$ cat src/rtl/packetiser_multi.sv
// Snapshots N_CH (value,count) pairs on trigger and streams them as one AXIS packet; tvalid 1 cycle after trigger.
// Back-pressure: tdata/tlast/tvalid frozen while tvalid && !tready; triggers landing mid-packet only bump overrun_cnt.
module packetiser_multi #(
  parameter int N_CH   = 4,
  parameter int VAL_W  = 64,
  parameter int HDR_EN = 1
) (
  input  logic                    aclk,
  input  logic                    rst,
  input  logic [N_CH*VAL_W-1:0]   val_in,
  input  logic [N_CH*32-1:0]      cnt_in,
  input  logic                    trigger,
  output logic [31:0]             M_AXIS_OUT_tdata,
  output logic                    M_AXIS_OUT_tvalid,
  input  logic                    M_AXIS_OUT_tready,
  output logic                    M_AXIS_OUT_tlast,
  output logic                    busy,
  output logic [15:0]             seq_num,
  output logic [15:0]             overrun_cnt
);

  localparam int VPC    = VAL_W / 32;
  localparam int WPC    = VPC + 1;
  localparam int NW     = HDR_EN + N_CH * WPC;
  localparam int IDX_W  = $clog2(NW + 1);
  localparam int CH_W   = $clog2(N_CH + 1);
  localparam int SLOT_W = $clog2(WPC + 1);

  typedef enum logic [0:0] {S_IDLE, S_SEND} state_t;

  state_t                  r_state;
  state_t                  w_state_nxt;
  logic [N_CH*VAL_W-1:0]   r_val;
  logic [N_CH*32-1:0]      r_cnt;
  logic [15:0]             r_seq;
  logic [15:0]             r_ovr;
  logic [IDX_W-1:0]        r_idx;
  logic [CH_W-1:0]         r_ch;
  logic [SLOT_W-1:0]       r_slot;
  logic                    r_hdr;
  logic [31:0]             r_tdata;
  logic                    r_tlast;

  logic                    w_beat;
  logic                    w_accept;
  logic                    w_advance;
  logic                    w_finish;
  logic                    w_overrun;
  logic [CH_W-1:0]         w_nch;
  logic [SLOT_W-1:0]       w_nslot;
  logic [31:0]             w_next_word;

  always_ff @(posedge aclk) begin
    if (rst) r_state <= S_IDLE;
    else     r_state <= w_state_nxt;
  end

  always_comb begin
    w_state_nxt = r_state;
    w_beat      = 1'b0;
    w_accept    = 1'b0;
    w_advance   = 1'b0;
    w_finish    = 1'b0;
    w_overrun   = 1'b0;
    case (r_state)
      S_IDLE: begin
        if (trigger) begin
          w_accept    = 1'b1;
          w_state_nxt = S_SEND;
        end
      end
      S_SEND: begin
        w_beat = M_AXIS_OUT_tready;
        // A trigger on the final beat chains the next packet with no idle gap.
        if (w_beat && r_tlast) begin
          if (trigger) begin
            w_accept = 1'b1;
          end else begin
            w_finish    = 1'b1;
            w_state_nxt = S_IDLE;
          end
        end else begin
          w_advance = w_beat;
          w_overrun = trigger;
        end
      end
      default: w_state_nxt = S_IDLE;
    endcase
  end

  // Position and contents of the word that follows the one currently presented.
  always_comb begin
    w_nch       = r_ch;
    w_nslot     = r_slot;
    w_next_word = '0;
    if (r_hdr) begin
      w_nch   = '0;
      w_nslot = '0;
    end else if (r_slot == SLOT_W'(VPC)) begin
      w_nch   = r_ch + CH_W'(1);
      w_nslot = '0;
    end else begin
      w_nslot = r_slot + SLOT_W'(1);
    end
    if (int'(w_nch) < N_CH) begin
      if (w_nslot == SLOT_W'(VPC))
        w_next_word = r_cnt[32*int'(w_nch) +: 32];
      else
        w_next_word = r_val[VAL_W*int'(w_nch) + 32*int'(w_nslot) +: 32];
    end
  end

  always_ff @(posedge aclk) begin
    if (rst) begin
      r_val   <= '0;
      r_cnt   <= '0;
      r_seq   <= '0;
      r_ovr   <= '0;
      r_idx   <= '0;
      r_ch    <= '0;
      r_slot  <= '0;
      r_hdr   <= 1'b0;
      r_tdata <= '0;
      r_tlast <= 1'b0;
    end else begin
      if (w_accept) begin
        r_val   <= val_in;
        r_cnt   <= cnt_in;
        r_seq   <= r_seq + 16'd1;
        r_idx   <= '0;
        r_ch    <= '0;
        r_slot  <= '0;
        r_hdr   <= (HDR_EN != 0);
        r_tlast <= 1'b0;
        if (HDR_EN != 0) r_tdata <= {8'hA5, 8'(N_CH), r_seq + 16'd1};
        else             r_tdata <= val_in[31:0];
      end else if (w_advance) begin
        r_idx   <= r_idx + IDX_W'(1);
        r_ch    <= w_nch;
        r_slot  <= w_nslot;
        r_hdr   <= 1'b0;
        r_tdata <= w_next_word;
        r_tlast <= ((r_idx + IDX_W'(1)) == IDX_W'(NW - 1));
      end else if (w_finish) begin
        r_tdata <= '0;
        r_tlast <= 1'b0;
      end
      if (w_overrun && (r_ovr != 16'hFFFF)) r_ovr <= r_ovr + 16'd1;
    end
  end

  assign M_AXIS_OUT_tdata  = r_tdata;
  assign M_AXIS_OUT_tlast  = r_tlast;
  assign M_AXIS_OUT_tvalid = (r_state == S_SEND);
  assign busy              = (r_state == S_SEND);
  assign seq_num           = r_seq;
  assign overrun_cnt       = r_ovr;

endmodule

$ cat config.mk
export PLATFORM = sky130hd
export DESIGN_NAME = packetiser_multi
export DESIGN_NICKNAME = d
export VERILOG_FILES = /design/src/rtl/packetiser_multi.sv
export SDC_FILE = /design/constraint.sdc
export NUM_CORES = 1
export LEC_CHECK = 0
export BUFFER_PORTS_ARGS = -buffer_cell sky130_fd_sc_hd__buf_4
export CAP_MARGIN = 25
export CELL_PAD_IN_SITES_DETAIL_PLACEMENT = 1
export CELL_PAD_IN_SITES_GLOBAL_PLACEMENT = 1
export CORE_ASPECT_RATIO = 1.5
export CORE_MARGIN = 10
export CORE_UTILIZATION = 43
export CTS_CLUSTER_DIAMETER = 80
export CTS_CLUSTER_SIZE = 25
export DETAILED_ROUTE_END_ITERATION = 10
export GPL_ROUTABILITY_DRIVEN = 0
export PLACE_DENSITY_LB_ADDON = 0.1
export SLEW_MARGIN = 20
export SYNTH_ARGS = -nofsm -noshare
export SYNTH_HDL_FRONTEND = slang
export SYNTH_SLANG_ARGS = --single-unit
export TNS_END_PERCENT = 1
$ cat constraint.sdc
create_clock -name aclk -period 8.5 [get_ports aclk]
set_input_delay 0.85 -clock aclk [delete_from_list [all_inputs] [get_ports aclk]]
set_output_delay 0.85 -clock aclk [all_outputs]
set_load 0.005 [all_outputs]
==> metrics.txt, run 1 <==
run status finished clean; maximum clock rate 223 MHz; Register-to-Register Setup Slack 4.02 ns; maximum fanout along the worst path 39; number of iterations in the first detailed-routing pass 5; Worst Hold Class reg2reg; pin count of the biggest net entering global routing 276; CP Launch Type flip-flop; Final min period 4.48 ns; P&R area growth vs syn 21.7%; kind of end point of the critical path flip-flop; synthesized area per cell 8.44 µm²; global-route usage over all layers 25.2%; power consumption 4.14 mW; via count of the first global-routing pass 18500; cell area after synthesis 19500 µm²; tightest hold margin 0.460 ns; Wirelength per Cell 22.6 µm; root buffer cell sky130_fd_sc_hd__clkbuf_16; number of top-level pins 455; setup repair after global routing missed its margin no; post-route design area 23800 µm²; buffers from clock root to sink, at most 3; H-Tree Level Count 1; total met2 wirelength after detailed routing 34.9 mm; clock latency on the worst-skew pair 0.57 ns; Floorplan Core Area 44900 µm²; number of instances in the synthesized netlist 2314; total number of nets in the final design 3021; largest vdd supply drop 0.104 mV; category of the most critical setup path reg2reg; synthesized flop and latch total 460; fillcell total 5455; number of buffers created by CTS 22; antenna-violating nets left 0; share of flip-flops with an asynchronous set or reset after synthesis 0%; die span in y 281 µm; detailed-route wire length 72.7 mm; actual slew at the worst max-slew pin 1.11 ns; final-report setup violation count 0; wire length of the first global-routing pass 110 mm; number of distinct library cells after synthesis 66; GRT overflow 0; drc violations 0; initial core utilization 43.5%; TritonCTS clock tree yes; Synth Net Count 2709; Max Cap Viol 0; startpoint of the worst-slack reg-to-reg timing path r_ch[0]; worst endpoint required time 8.95 ns; Hold Path Cell Cnt 2; Final Hold Fails 0; cell count of the worst reg-to-reg path 10; Port-buffer cells 454; Yosys warnings 0; top_reg_cell synth sky130_fd_sc_hd__dfxtp_1; start point of the worst min-delay path r_cnt[82]; Clock transition at path regs 0.10 ns; sequential cell area 9210 µm²; Util after Layout 52.9%; relative slew slack 25.9%; Die Span X 194 µm; via count 17900; Total Neg Setup Slack 0 ns; Final HPWL DP 53.8 mm; worst flop-to-flop path endpoint M_AXIS_OUT_tdata[5]; number of cells upsized or downsized after cts 0; Lkg Pwr 9.20 nW; max-slew violation total from the final report 0; Endpoint, Worst Hold r_cnt[82]; crit share post-route 52.7%; routed vias/inst 5.56; Multi-input gate area 9550 µm²; total setup buffers inserted after CTS 0; Rows 95; # hold bufs at CTS 0; Worst Skew 0.0230 ns; sum of routed wire segments on met1 31.1 mm; DIE AREA 54500 µm²; power density relative to cell area 174 nW/µm²; initial antenna violation count 5; Cell Area, Placed 23100 µm²; amount of wire on met3 after detailed routing 4.00 mm; arrival time at the worst endpoint 4.93 ns; post-synthesis sequential area ratio 47.1%; max layer used met5; DRC marker count from the first detailed-route iteration 1245; clock net sink count 460; proportion of layout cells with a drive suffix above 1 23.6%; number of flops mapped to enable cells by yosys 0
## cells in the final DEF, fill, tap and decap left out, types with 3 or more instances in the layout
cell type	netlist	final
sky130_fd_sc_hd__o21ai_0	28	28
sky130_fd_sc_hd__mux4_2	84	84
sky130_fd_sc_hd__nand3_1	13	13
sky130_fd_sc_hd__nor3b_1	3	3
sky130_fd_sc_hd__mux2_2	22	22
sky130_fd_sc_hd__a21oi_1	422	422
sky130_fd_sc_hd__o211a_1	5	5
sky130_fd_sc_hd__dfxtp_1	460	460
sky130_fd_sc_hd__diode_2	0	4
sky130_fd_sc_hd__nor3_2	1	3
sky130_fd_sc_hd__o211ai_1	14	14
sky130_fd_sc_hd__clkbuf_16	0	23
sky130_fd_sc_hd__xor2_1	12	12
sky130_fd_sc_hd__nor4b_1	3	3
sky130_fd_sc_hd__xnor2_1	27	27
sky130_fd_sc_hd__or3_1	7	7
sky130_fd_sc_hd__ha_1	7	5
sky130_fd_sc_hd__nand4_1	10	10
sky130_fd_sc_hd__inv_1	12	12
sky130_fd_sc_hd__a211oi_1	10	10
sky130_fd_sc_hd__nor3_1	15	13
sky130_fd_sc_hd__buf_12	0	3
sky130_fd_sc_hd__mux2i_1	16	16
sky130_fd_sc_hd__nor2_1	60	59
sky130_fd_sc_hd__nor4_1	8	8
sky130_fd_sc_hd__o21a_1	3	3
sky130_fd_sc_hd__buf_4	8	466
sky130_fd_sc_hd__a31oi_1	5	5
sky130_fd_sc_hd__nor2b_1	3	3
sky130_fd_sc_hd__a22oi_1	5	5
sky130_fd_sc_hd__nand2_1	815	814
sky130_fd_sc_hd__o2111ai_1	5	5
sky130_fd_sc_hd__a221o_1	12	12
## worst max-delay path by stage
stage	from	end	depth (start not counted)
after floorplan	r_slot[1]	M_AXIS_OUT_tdata[28]	11
after global placement	r_ch[0]	M_AXIS_OUT_tdata[6]	10
after detailed placement	r_ch[0]	M_AXIS_OUT_tdata[6]	10
after CTS	r_ch[0]	M_AXIS_OUT_tdata[6]	10
after global routing	r_ch[0]	M_AXIS_OUT_tdata[5]	10
final	r_ch[0]	M_AXIS_OUT_tdata[5]	10
## synth_stat cells, types with 13 or more instances
| cell | n | area, µm² |
|---|---|---|
| sky130_fd_sc_hd__clkbuf_1 | 162 | 608 |
| sky130_fd_sc_hd__xnor2_1 | 27 | 236 |
| sky130_fd_sc_hd__mux2_2 | 22 | 248 |
| sky130_fd_sc_hd__mux2i_1 | 16 | 160 |
| sky130_fd_sc_hd__nor2_1 | 60 | 225 |
| sky130_fd_sc_hd__nand2_1 | 815 | 3060 |
| sky130_fd_sc_hd__a21oi_1 | 422 | 2110 |
| sky130_fd_sc_hd__nand3_1 | 13 | 65.1 |
| sky130_fd_sc_hd__mux4_2 | 84 | 1890 |
| sky130_fd_sc_hd__dfxtp_1 | 460 | 9210 |
| sky130_fd_sc_hd__nor3_1 | 15 | 75.1 |
| sky130_fd_sc_hd__o21ai_0 | 28 | 140 |
| sky130_fd_sc_hd__o211ai_1 | 14 | 105 |
## worst max-delay path: stages, from the launching register on
cell and delay [ns]:
sky130_fd_sc_hd__dfxtp_1 0.66, sky130_fd_sc_hd__ha_1 0.34, sky130_fd_sc_hd__and4bb_2 0.25, sky130_fd_sc_hd__a21oi_1 0.45, sky130_fd_sc_hd__inv_2 0.50, sky130_fd_sc_hd__ha_2 0.49
sky130_fd_sc_hd__buf_4 0.53, sky130_fd_sc_hd__mux4_2 0.40, sky130_fd_sc_hd__a22o_1 0.24, sky130_fd_sc_hd__a2111oi_0 0.33, sky130_fd_sc_hd__nor3_1 0.11
## where the power goes
| part | switching, mW | leakage (nW) | internal (mW) |
|---|---|---|---|
| Combinational | 0.324 | 5.14 | 0.282 |
| Clock | 0.705 | 0.291 | 0.491 |
| Sequential | 0.0702 | 3.77 | 2.27 |
| Total | 1.10 | 9.20 | 3.04 |
## layout make-up
class | instances | area share [%]
diodes | 4 | 0.0421
clock buffers | 23 | 2.42
clock inverters | 1 | 0.0684
inverters | 15 | 0.237
multi-input cells | 1655 | 40.2
flip-flops and latches | 460 | 38.7
well taps | 582 | 3.06
repair buffers | 472 | 15.3
## metrics by stage
| stage | setup slack, ns | std cells |
|---|---|---|
| 3_5_place_dp | 3.48 | 3181 |
| 3_3_place_gp | 3.66 | 3181 |
| 4_1_cts | 3.47 | 3205 |
| 6_report | 4.02 | 3212 |
| 5_1_grt | 3.80 | 3212 |
| 2_1_floorplan | 5.31 | 2314 |
## metal layers
layer,vias up,global-route usage (%)
li1,8446,-
met1,8784,32.4
met3,113,4.36
met4,2,10.2
met2,526,41.2
met5,-,0
## cells by family (layout without fill, tap and decap cells)
group | after synthesis | after routing | synth area share (%)
AOI/OAI and AO/OA | 530 | 530 | 15.0
DFF | 460 | 460 | 47.1
adders and majority gates | 7 | 7 | 0.448
buffers and inverters | 199 | 511 | 4.19
other | 0 | 4 | 0
and+or+nand+nor | 954 | 954 | 19.4
muxes | 125 | 125 | 12.1
xor gates and xnor gates | 39 | 39 | 1.75
## flip-flops by register name, summed over array words and instances, names as in the netlist
signal,flops
r_idx,4
r_ch,3
r_val,256
M_AXIS_OUT_tlast,1
r_hdr,1
overrun_cnt,16
M_AXIS_OUT_tdata,32
r_cnt,128
seq_num,16
M_AXIS_OUT_tvalid,1
r_slot,2
No activity file was read; power rests on OpenSTA's default activity.
==> run 2, diff against run 1 <==
Settings changed: CORE_UTILIZATION 43 to 36.
Clock period 8.5 ns to 3.6 ns, I/O delays scaled along.
==> run 2 against run 1 <==
Net effect: worst setup slack worse by 3.6 ns; critical path depth stayed put; combinational power is 140% higher; cell count is 3.9% higher; cell area is 1.6% higher; critical endpoint is now M_AXIS_OUT_tdata[12]; highest routed layer is now met4; power is 140% higher; non-clock buffer count is 15 higher; fmax is 41% higher; register-to-register slack worse by 3.6 ns; die area is 18% higher; largest power group unchanged; flip-flop and latch count stayed put; via count is 1.5% lower.
==> metrics.txt, run 2 (synthesis results as in run 1) <==
max-slew violation total from the final report 0 (unchanged); Cell Area, Placed 23400 µm² (was 23100 µm²); Max Cap Viol 0 (unchanged); leading cell types in the layout, fill and taps excluded 814 x sky130_fd_sc_hd__nand2_1, 467 x sky130_fd_sc_hd__buf_4, 460 x sky130_fd_sc_hd__dfxtp_1 (was 814 x sky130_fd_sc_hd__nand2_1, 466 x sky130_fd_sc_hd__buf_4, 460 x sky130_fd_sc_hd__dfxtp_1); Clock transition at path regs 0.11 ns (was 0.10 ns); commonest non-fill, non-tap cell in the layout sky130_fd_sc_hd__nand2_1 (unchanged); initial core utilization 36.4% (was 43.5%); Logic pwr share 14.6% (about the same); NetSw 2.64 mW (was 1.10 mW); # placed instances 3298 (was 3181); GRT overflow 0 (unchanged); Internal 7.29 mW (was 3.04 mW); pre-CTS worst setup slack 0.442 ns (was 3.48 ns); Final min period 3.17 ns (was 4.48 ns); Wirelength per Cell 22.6 µm (about the same); largest vdd supply drop 0.301 mV (was 0.104 mV); sequential cell area 9210 µm² (unchanged); proportion of layout cells with a drive suffix above 1 23.8% (was 23.6%); Util after Layout 44.9% (was 52.9%); worst endpoint required time 4.07 ns (was 8.95 ns); DIE AREA 64200 µm² (was 54500 µm²); CP Launch Type flip-flop (unchanged); drc violations 0 (unchanged); root buffer cell sky130_fd_sc_hd__clkbuf_16 (unchanged); detailed-route wire length 75.4 mm (was 72.7 mm); die span in y 305 µm (was 281 µm); Final Worst Setup Slack 0.426 ns (was 4.02 ns); crit share post-route 88.2% (was 52.7%); clock net sink count 460 (unchanged); number of iterations in the first detailed-routing pass 4 (was 5); most flop-heavy register r_val (unchanged); Port-buffer cells 454 (unchanged); Final HPWL DP 57.5 mm (was 53.8 mm); TritonCTS clock tree yes (unchanged); max reg flops 256 (unchanged); arrival time at the worst endpoint 3.65 ns (was 4.93 ns); relative slew slack 12.3% (was 25.9%); Total Neg Setup Slack 0 ns (unchanged); pin count of the biggest net entering global routing 232 (was 276); Lkg Pwr 9.32 nW (was 9.20 nW); category of the most critical setup path reg2reg (unchanged); power consumption 9.93 mW (was 4.14 mW); buffers from clock root to sink, at most 3 (unchanged); via count 17600 (was 17900); final-report setup violation count 0 (unchanged); Worst Skew 0.0164 ns (was 0.0230 ns); total number of nets in the final design 3036 (was 3021); via count of the first global-routing pass 18300 (was 18500); power density relative to cell area 411 nW/µm² (was 174 nW/µm²); number of top-level pins 455 (unchanged); antenna-violating nets left 0 (unchanged); clock latency on the worst-skew pair 0.58 ns (was 0.57 ns); H-Tree Level Count 1 (unchanged); switching fraction of total power 26.6% (was 26.5%); routed vias/inst 5.27 (was 5.56); Final Instance Count excl. Fillers 3338 (was 3212); setup repair after global routing missed its margin no (unchanged); kind of end point of the critical path flip-flop (unchanged); global-route usage over all layers 22.4% (was 25.2%); Final Hold Fails 0 (unchanged); post-route design area 24200 µm² (was 23800 µm²); Floorplan Core Area 53700 µm² (was 44900 µm²); initial antenna violation count 4 (was 5); Rows 104 (was 95); clock network fraction of total power 29.8% (was 28.9%); run status finished clean (unchanged); DRC marker count from the first detailed-route iteration 1059 (was 1245); power share of the sequential group 55.6% (was 56.5%); Die Span X 210 µm (was 194 µm); wire length of the first global-routing pass 113 mm (was 110 mm); maximum clock rate 315 MHz (was 223 MHz); Multi-input gate area 9550 µm² (unchanged); tightest hold margin 0.0261 ns (was 0.460 ns); fillcell total 6482 (was 5455); maximum fanout along the worst path 29 (was 39); Worst Hold Class in2reg (was reg2reg); actual slew at the worst max-slew pin 1.32 ns (was 1.11 ns); P&R area growth vs syn 23.6% (was 21.7%); number of buffers created by CTS 22 (unchanged)
-- run 2: power by group through the flow --
stage	Clock [mW]	Combinational, mW	Sequential, mW
after global placement	0	1.42	5.63
after CTS	3.05	1.47	5.52
after floorplan	0	0.794	5.57
after detailed placement	0	1.46	5.64
after global routing	3.24	1.60	5.56
final	2.96	1.45	5.52
-- run 2: final cells by class --
type	instances	area share, %
clock buffer	25	2.46
tap	689	3.57
sequential	460	38.1
clock inverter	3	0.176
antenna	4	0.0414
multi-input combinational	1655	39.5
inverter	15	0.233
timing repair buffer	487	15.9
-- run 2: repair_timing --
item,4_1_cts,5_1_grt
buffers inserted,0,0
endpoints found under the hold margin,15,0
hold buffers,7,0
resized for setup,0,0
-- run 2: critical path: stages, from the launching register on --
cell and delay (ns):
sky130_fd_sc_hd__dfxtp_1 0.50, sky130_fd_sc_hd__ha_1 0.31, sky130_fd_sc_hd__and4bb_2 0.26, sky130_fd_sc_hd__a21oi_1 0.21, sky130_fd_sc_hd__inv_2 0.09, sky130_fd_sc_hd__ha_2 0.54, sky130_fd_sc_hd__buf_12 0.27, sky130_fd_sc_hd__mux4_2 0.32
sky130_fd_sc_hd__mux2_2 0.29, sky130_fd_sc_hd__a22oi_1 0.19, sky130_fd_sc_hd__a21oi_1 0.09
-- run 2: metal layers --
| layer | wire, µm | track usage, % | part of all wire, % |
|---|---|---|---|
| met5 | 0 | 0 | 0 |
| met4 | 2060 | 6.92 | 2.7 |
| met3 | 4500 | 4.46 | 6.0 |
| met2 | 35000 | 35.9 | 46 |
| met1 | 33900 | 29.8 | 45 |
-- run 2: path summary, 6_finish.rpt --
kind / startpoint / to / slack, ns / cells after the start
max: r_ch[0] / M_AXIS_OUT_tdata[12] / 0.43 / 10
min: val_in[212] / r_val[212] / 0.03 / 3
max reg2reg: r_ch[0] / M_AXIS_OUT_tdata[12] / 0.43 / 10
min reg2reg: r_val[157] / r_val[157] / 0.46 / 2
==> run 3, diff against run 2 <==
Settings changed: CELL_PAD_IN_SITES_DETAIL_PLACEMENT 1 to default, CELL_PAD_IN_SITES_GLOBAL_PLACEMENT 1 to default, CORE_UTILIZATION 36 to 49, PLACE_DENSITY from default to 0.77, PLACE_DENSITY_LB_ADDON 0.1 to default.
==> run 3 against run 2 <==
Net effect: via count up 2.5%; worst setup slack better by 0.17 ns; cell area shrank 1.3%; utilization increased by 16 points; critical path depth fell by 2; critical path type unchanged; largest cell class unchanged.
==> metrics.txt, run 3 (synthesis results as in run 1) <==
via count 18000 (was 17600); Final HPWL DP 50.7 mm (was 57.5 mm); drc violations 0 (unchanged); P&R area growth vs syn 22.0% (was 23.6%); category of the most critical setup path reg2reg (unchanged); proportion of layout cells with a drive suffix above 1 23.9% (was 23.8%); power density relative to cell area 408 nW/µm² (was 411 nW/µm²); clock net sink count 460 (unchanged); Port-buffer cells 454 (unchanged); pre-CTS worst setup slack 0.585 ns (was 0.442 ns); worst endpoint required time 4.08 ns (was 4.07 ns); Worst Hold Class in2reg (unchanged); Wirelength per Cell 21.3 µm (was 22.6 µm); Final min period 3.01 ns (was 3.17 ns); arrival time at the worst endpoint 3.48 ns (was 3.65 ns); kind of end point of the critical path flip-flop (unchanged); setup repair after global routing missed its margin no (unchanged); global-route usage over all layers 26.3% (was 22.4%); maximum clock rate 333 MHz (was 315 MHz); Cell Area, Placed 23200 µm² (was 23400 µm²); clock latency on the worst-skew pair 0.59 ns (was 0.58 ns); Final Worst Setup Slack 0.594 ns (was 0.426 ns); leading cell types in the layout, fill and taps excluded 814 x sky130_fd_sc_hd__nand2_1, 471 x sky130_fd_sc_hd__buf_4, 460 x sky130_fd_sc_hd__dfxtp_1 (was 814 x sky130_fd_sc_hd__nand2_1, 467 x sky130_fd_sc_hd__buf_4, 460 x sky130_fd_sc_hd__dfxtp_1); relative slew slack 27.6% (was 12.3%); tightest hold margin 0.0108 ns (was 0.0261 ns); CP Launch Type flip-flop (unchanged); DRC marker count from the first detailed-route iteration 1974 (was 1059); largest vdd supply drop 0.269 mV (was 0.301 mV); die span in y 265 µm (was 305 µm); Multi-input gate area 9550 µm² (about the same); GRT overflow 0 (unchanged); Worst Skew 0.0391 ns (was 0.0164 ns); sequential cell area 9210 µm² (unchanged); crit share post-route 83.5% (was 88.2%); max reg flops 256 (unchanged); buffers from clock root to sink, at most 3 (unchanged); via count of the first global-routing pass 17700 (was 18300); post-route design area 23800 µm² (was 24200 µm²); number of top-level pins 455 (unchanged); H-Tree Level Count 1 (unchanged); Lkg Pwr 9.28 nW (was 9.32 nW); root buffer cell sky130_fd_sc_hd__clkbuf_16 (unchanged); Clock transition at path regs 0.10 ns (was 0.11 ns); initial core utilization 49.6% (was 36.4%); number of iterations in the first detailed-routing pass 6 (was 4); Total Neg Setup Slack 0 ns (unchanged); total number of nets in the final design 3034 (was 3036); number of buffers created by CTS 22 (unchanged); maximum fanout along the worst path 25 (was 29); Die Span X 183 µm (was 210 µm); final-report setup violation count 0 (unchanged); Max Cap Viol 0 (unchanged); wire length of the first global-routing pass 101 mm (was 113 mm); pin count of the biggest net entering global routing 216 (was 232); actual slew at the worst max-slew pin 1.09 ns (was 1.32 ns); most flop-heavy register r_val (unchanged); DIE AREA 48400 µm² (was 64200 µm²); TritonCTS clock tree yes (unchanged); commonest non-fill, non-tap cell in the layout sky130_fd_sc_hd__nand2_1 (unchanged); initial antenna violation count 8 (was 4); max-slew violation total from the final report 0 (unchanged); number of cells upsized or downsized after cts 0 (unchanged); antenna-violating nets left 0 (unchanged); run status finished clean (unchanged); Util after Layout 60.5% (was 44.9%); Final Hold Fails 0 (unchanged); routed vias/inst 5.73 (was 5.27); Floorplan Core Area 39400 µm² (was 53700 µm²); fillcell total 3461 (was 6482); detailed-route wire length 67.1 mm (was 75.4 mm); Rows 89 (was 104)
-- run 3: cell count changes in the layout (fill, tap and decap cells not counted), sizes merged --
cell         delta
diode           +4
clkbuf          -3
inv             +1
bufinv          -1
dlygate4sd3     -4
buf             +2
-- run 3: routing by layer --
| metal | global-route usage [%] | part of all wire [%] | vias up |
|---|---|---|---|
| met5 | 0 | 0 | - |
| met4 | 15.3 | 5.5 | 0 |
| met2 | 40.6 | 46 | 866 |
| met1 | 33.5 | 40 | 8528 |
| li1 | - | - | 8486 |
| met3 | 5.48 | 8.8 | 152 |
-- run 3: final timing paths --
| kind | start | end | slack [ns] | cells after the start |
|---|---|---|---|---|
| worst min register to register | r_cnt[21] | r_cnt[21] | 0.46 | 2 |
| worst min-delay path | cnt_in[14] | r_cnt[14] | 0.01 | 3 |
| worst max register to register | r_slot[1] | M_AXIS_OUT_tdata[30] | 0.59 | 8 |
| worst max-delay path | r_slot[1] | M_AXIS_OUT_tdata[30] | 0.59 | 8 |
-- run 3: layout make-up --
type	instances	share of cell area, %
antenna	8	0.0840
multi-input combinational	1655	40.1
timing repair buffer	485	15.9
inverter	15	0.236
sequential	460	38.6
clock buffer	22	2.31
tap	500	2.63
clock inverter	3	0.147
-- run 3: critical path: stages, from the launching register on --
cell,delay (ns)
sky130_fd_sc_hd__dfxtp_1,0.47
sky130_fd_sc_hd__nor2b_2,0.24
sky130_fd_sc_hd__mux2_4,0.35
sky130_fd_sc_hd__ha_4,0.54
sky130_fd_sc_hd__buf_4,0.31
sky130_fd_sc_hd__mux4_2,0.52
sky130_fd_sc_hd__mux2i_1,0.15
sky130_fd_sc_hd__nor2_1,0.06
sky130_fd_sc_hd__a221o_1,0.28
-- run 3: metrics by stage --
stage | std cells | total power, mW
CTS | 3140 | 9.73
floorplan | 2314 | 6.36
finish | 3148 | 9.71
detailed placement | 3112 | 7.05
global route | 3148 | 10.1
global placement | 3112 | 7.01
-- run 3: repair_timing --
item / CTS / global route
setup endpoints to repair: 0 / 0
hold buffers: 3 / 0
hold endpoints to repair: 3 / 0
setup buffers: 0 / 0
-- run 3: power by group --
part	internal [mW]	switching [mW]	leakage, nW
sequential	5.36	0.184	3.77
combinational	0.677	0.737	5.22
clock	1.12	1.64	0.284
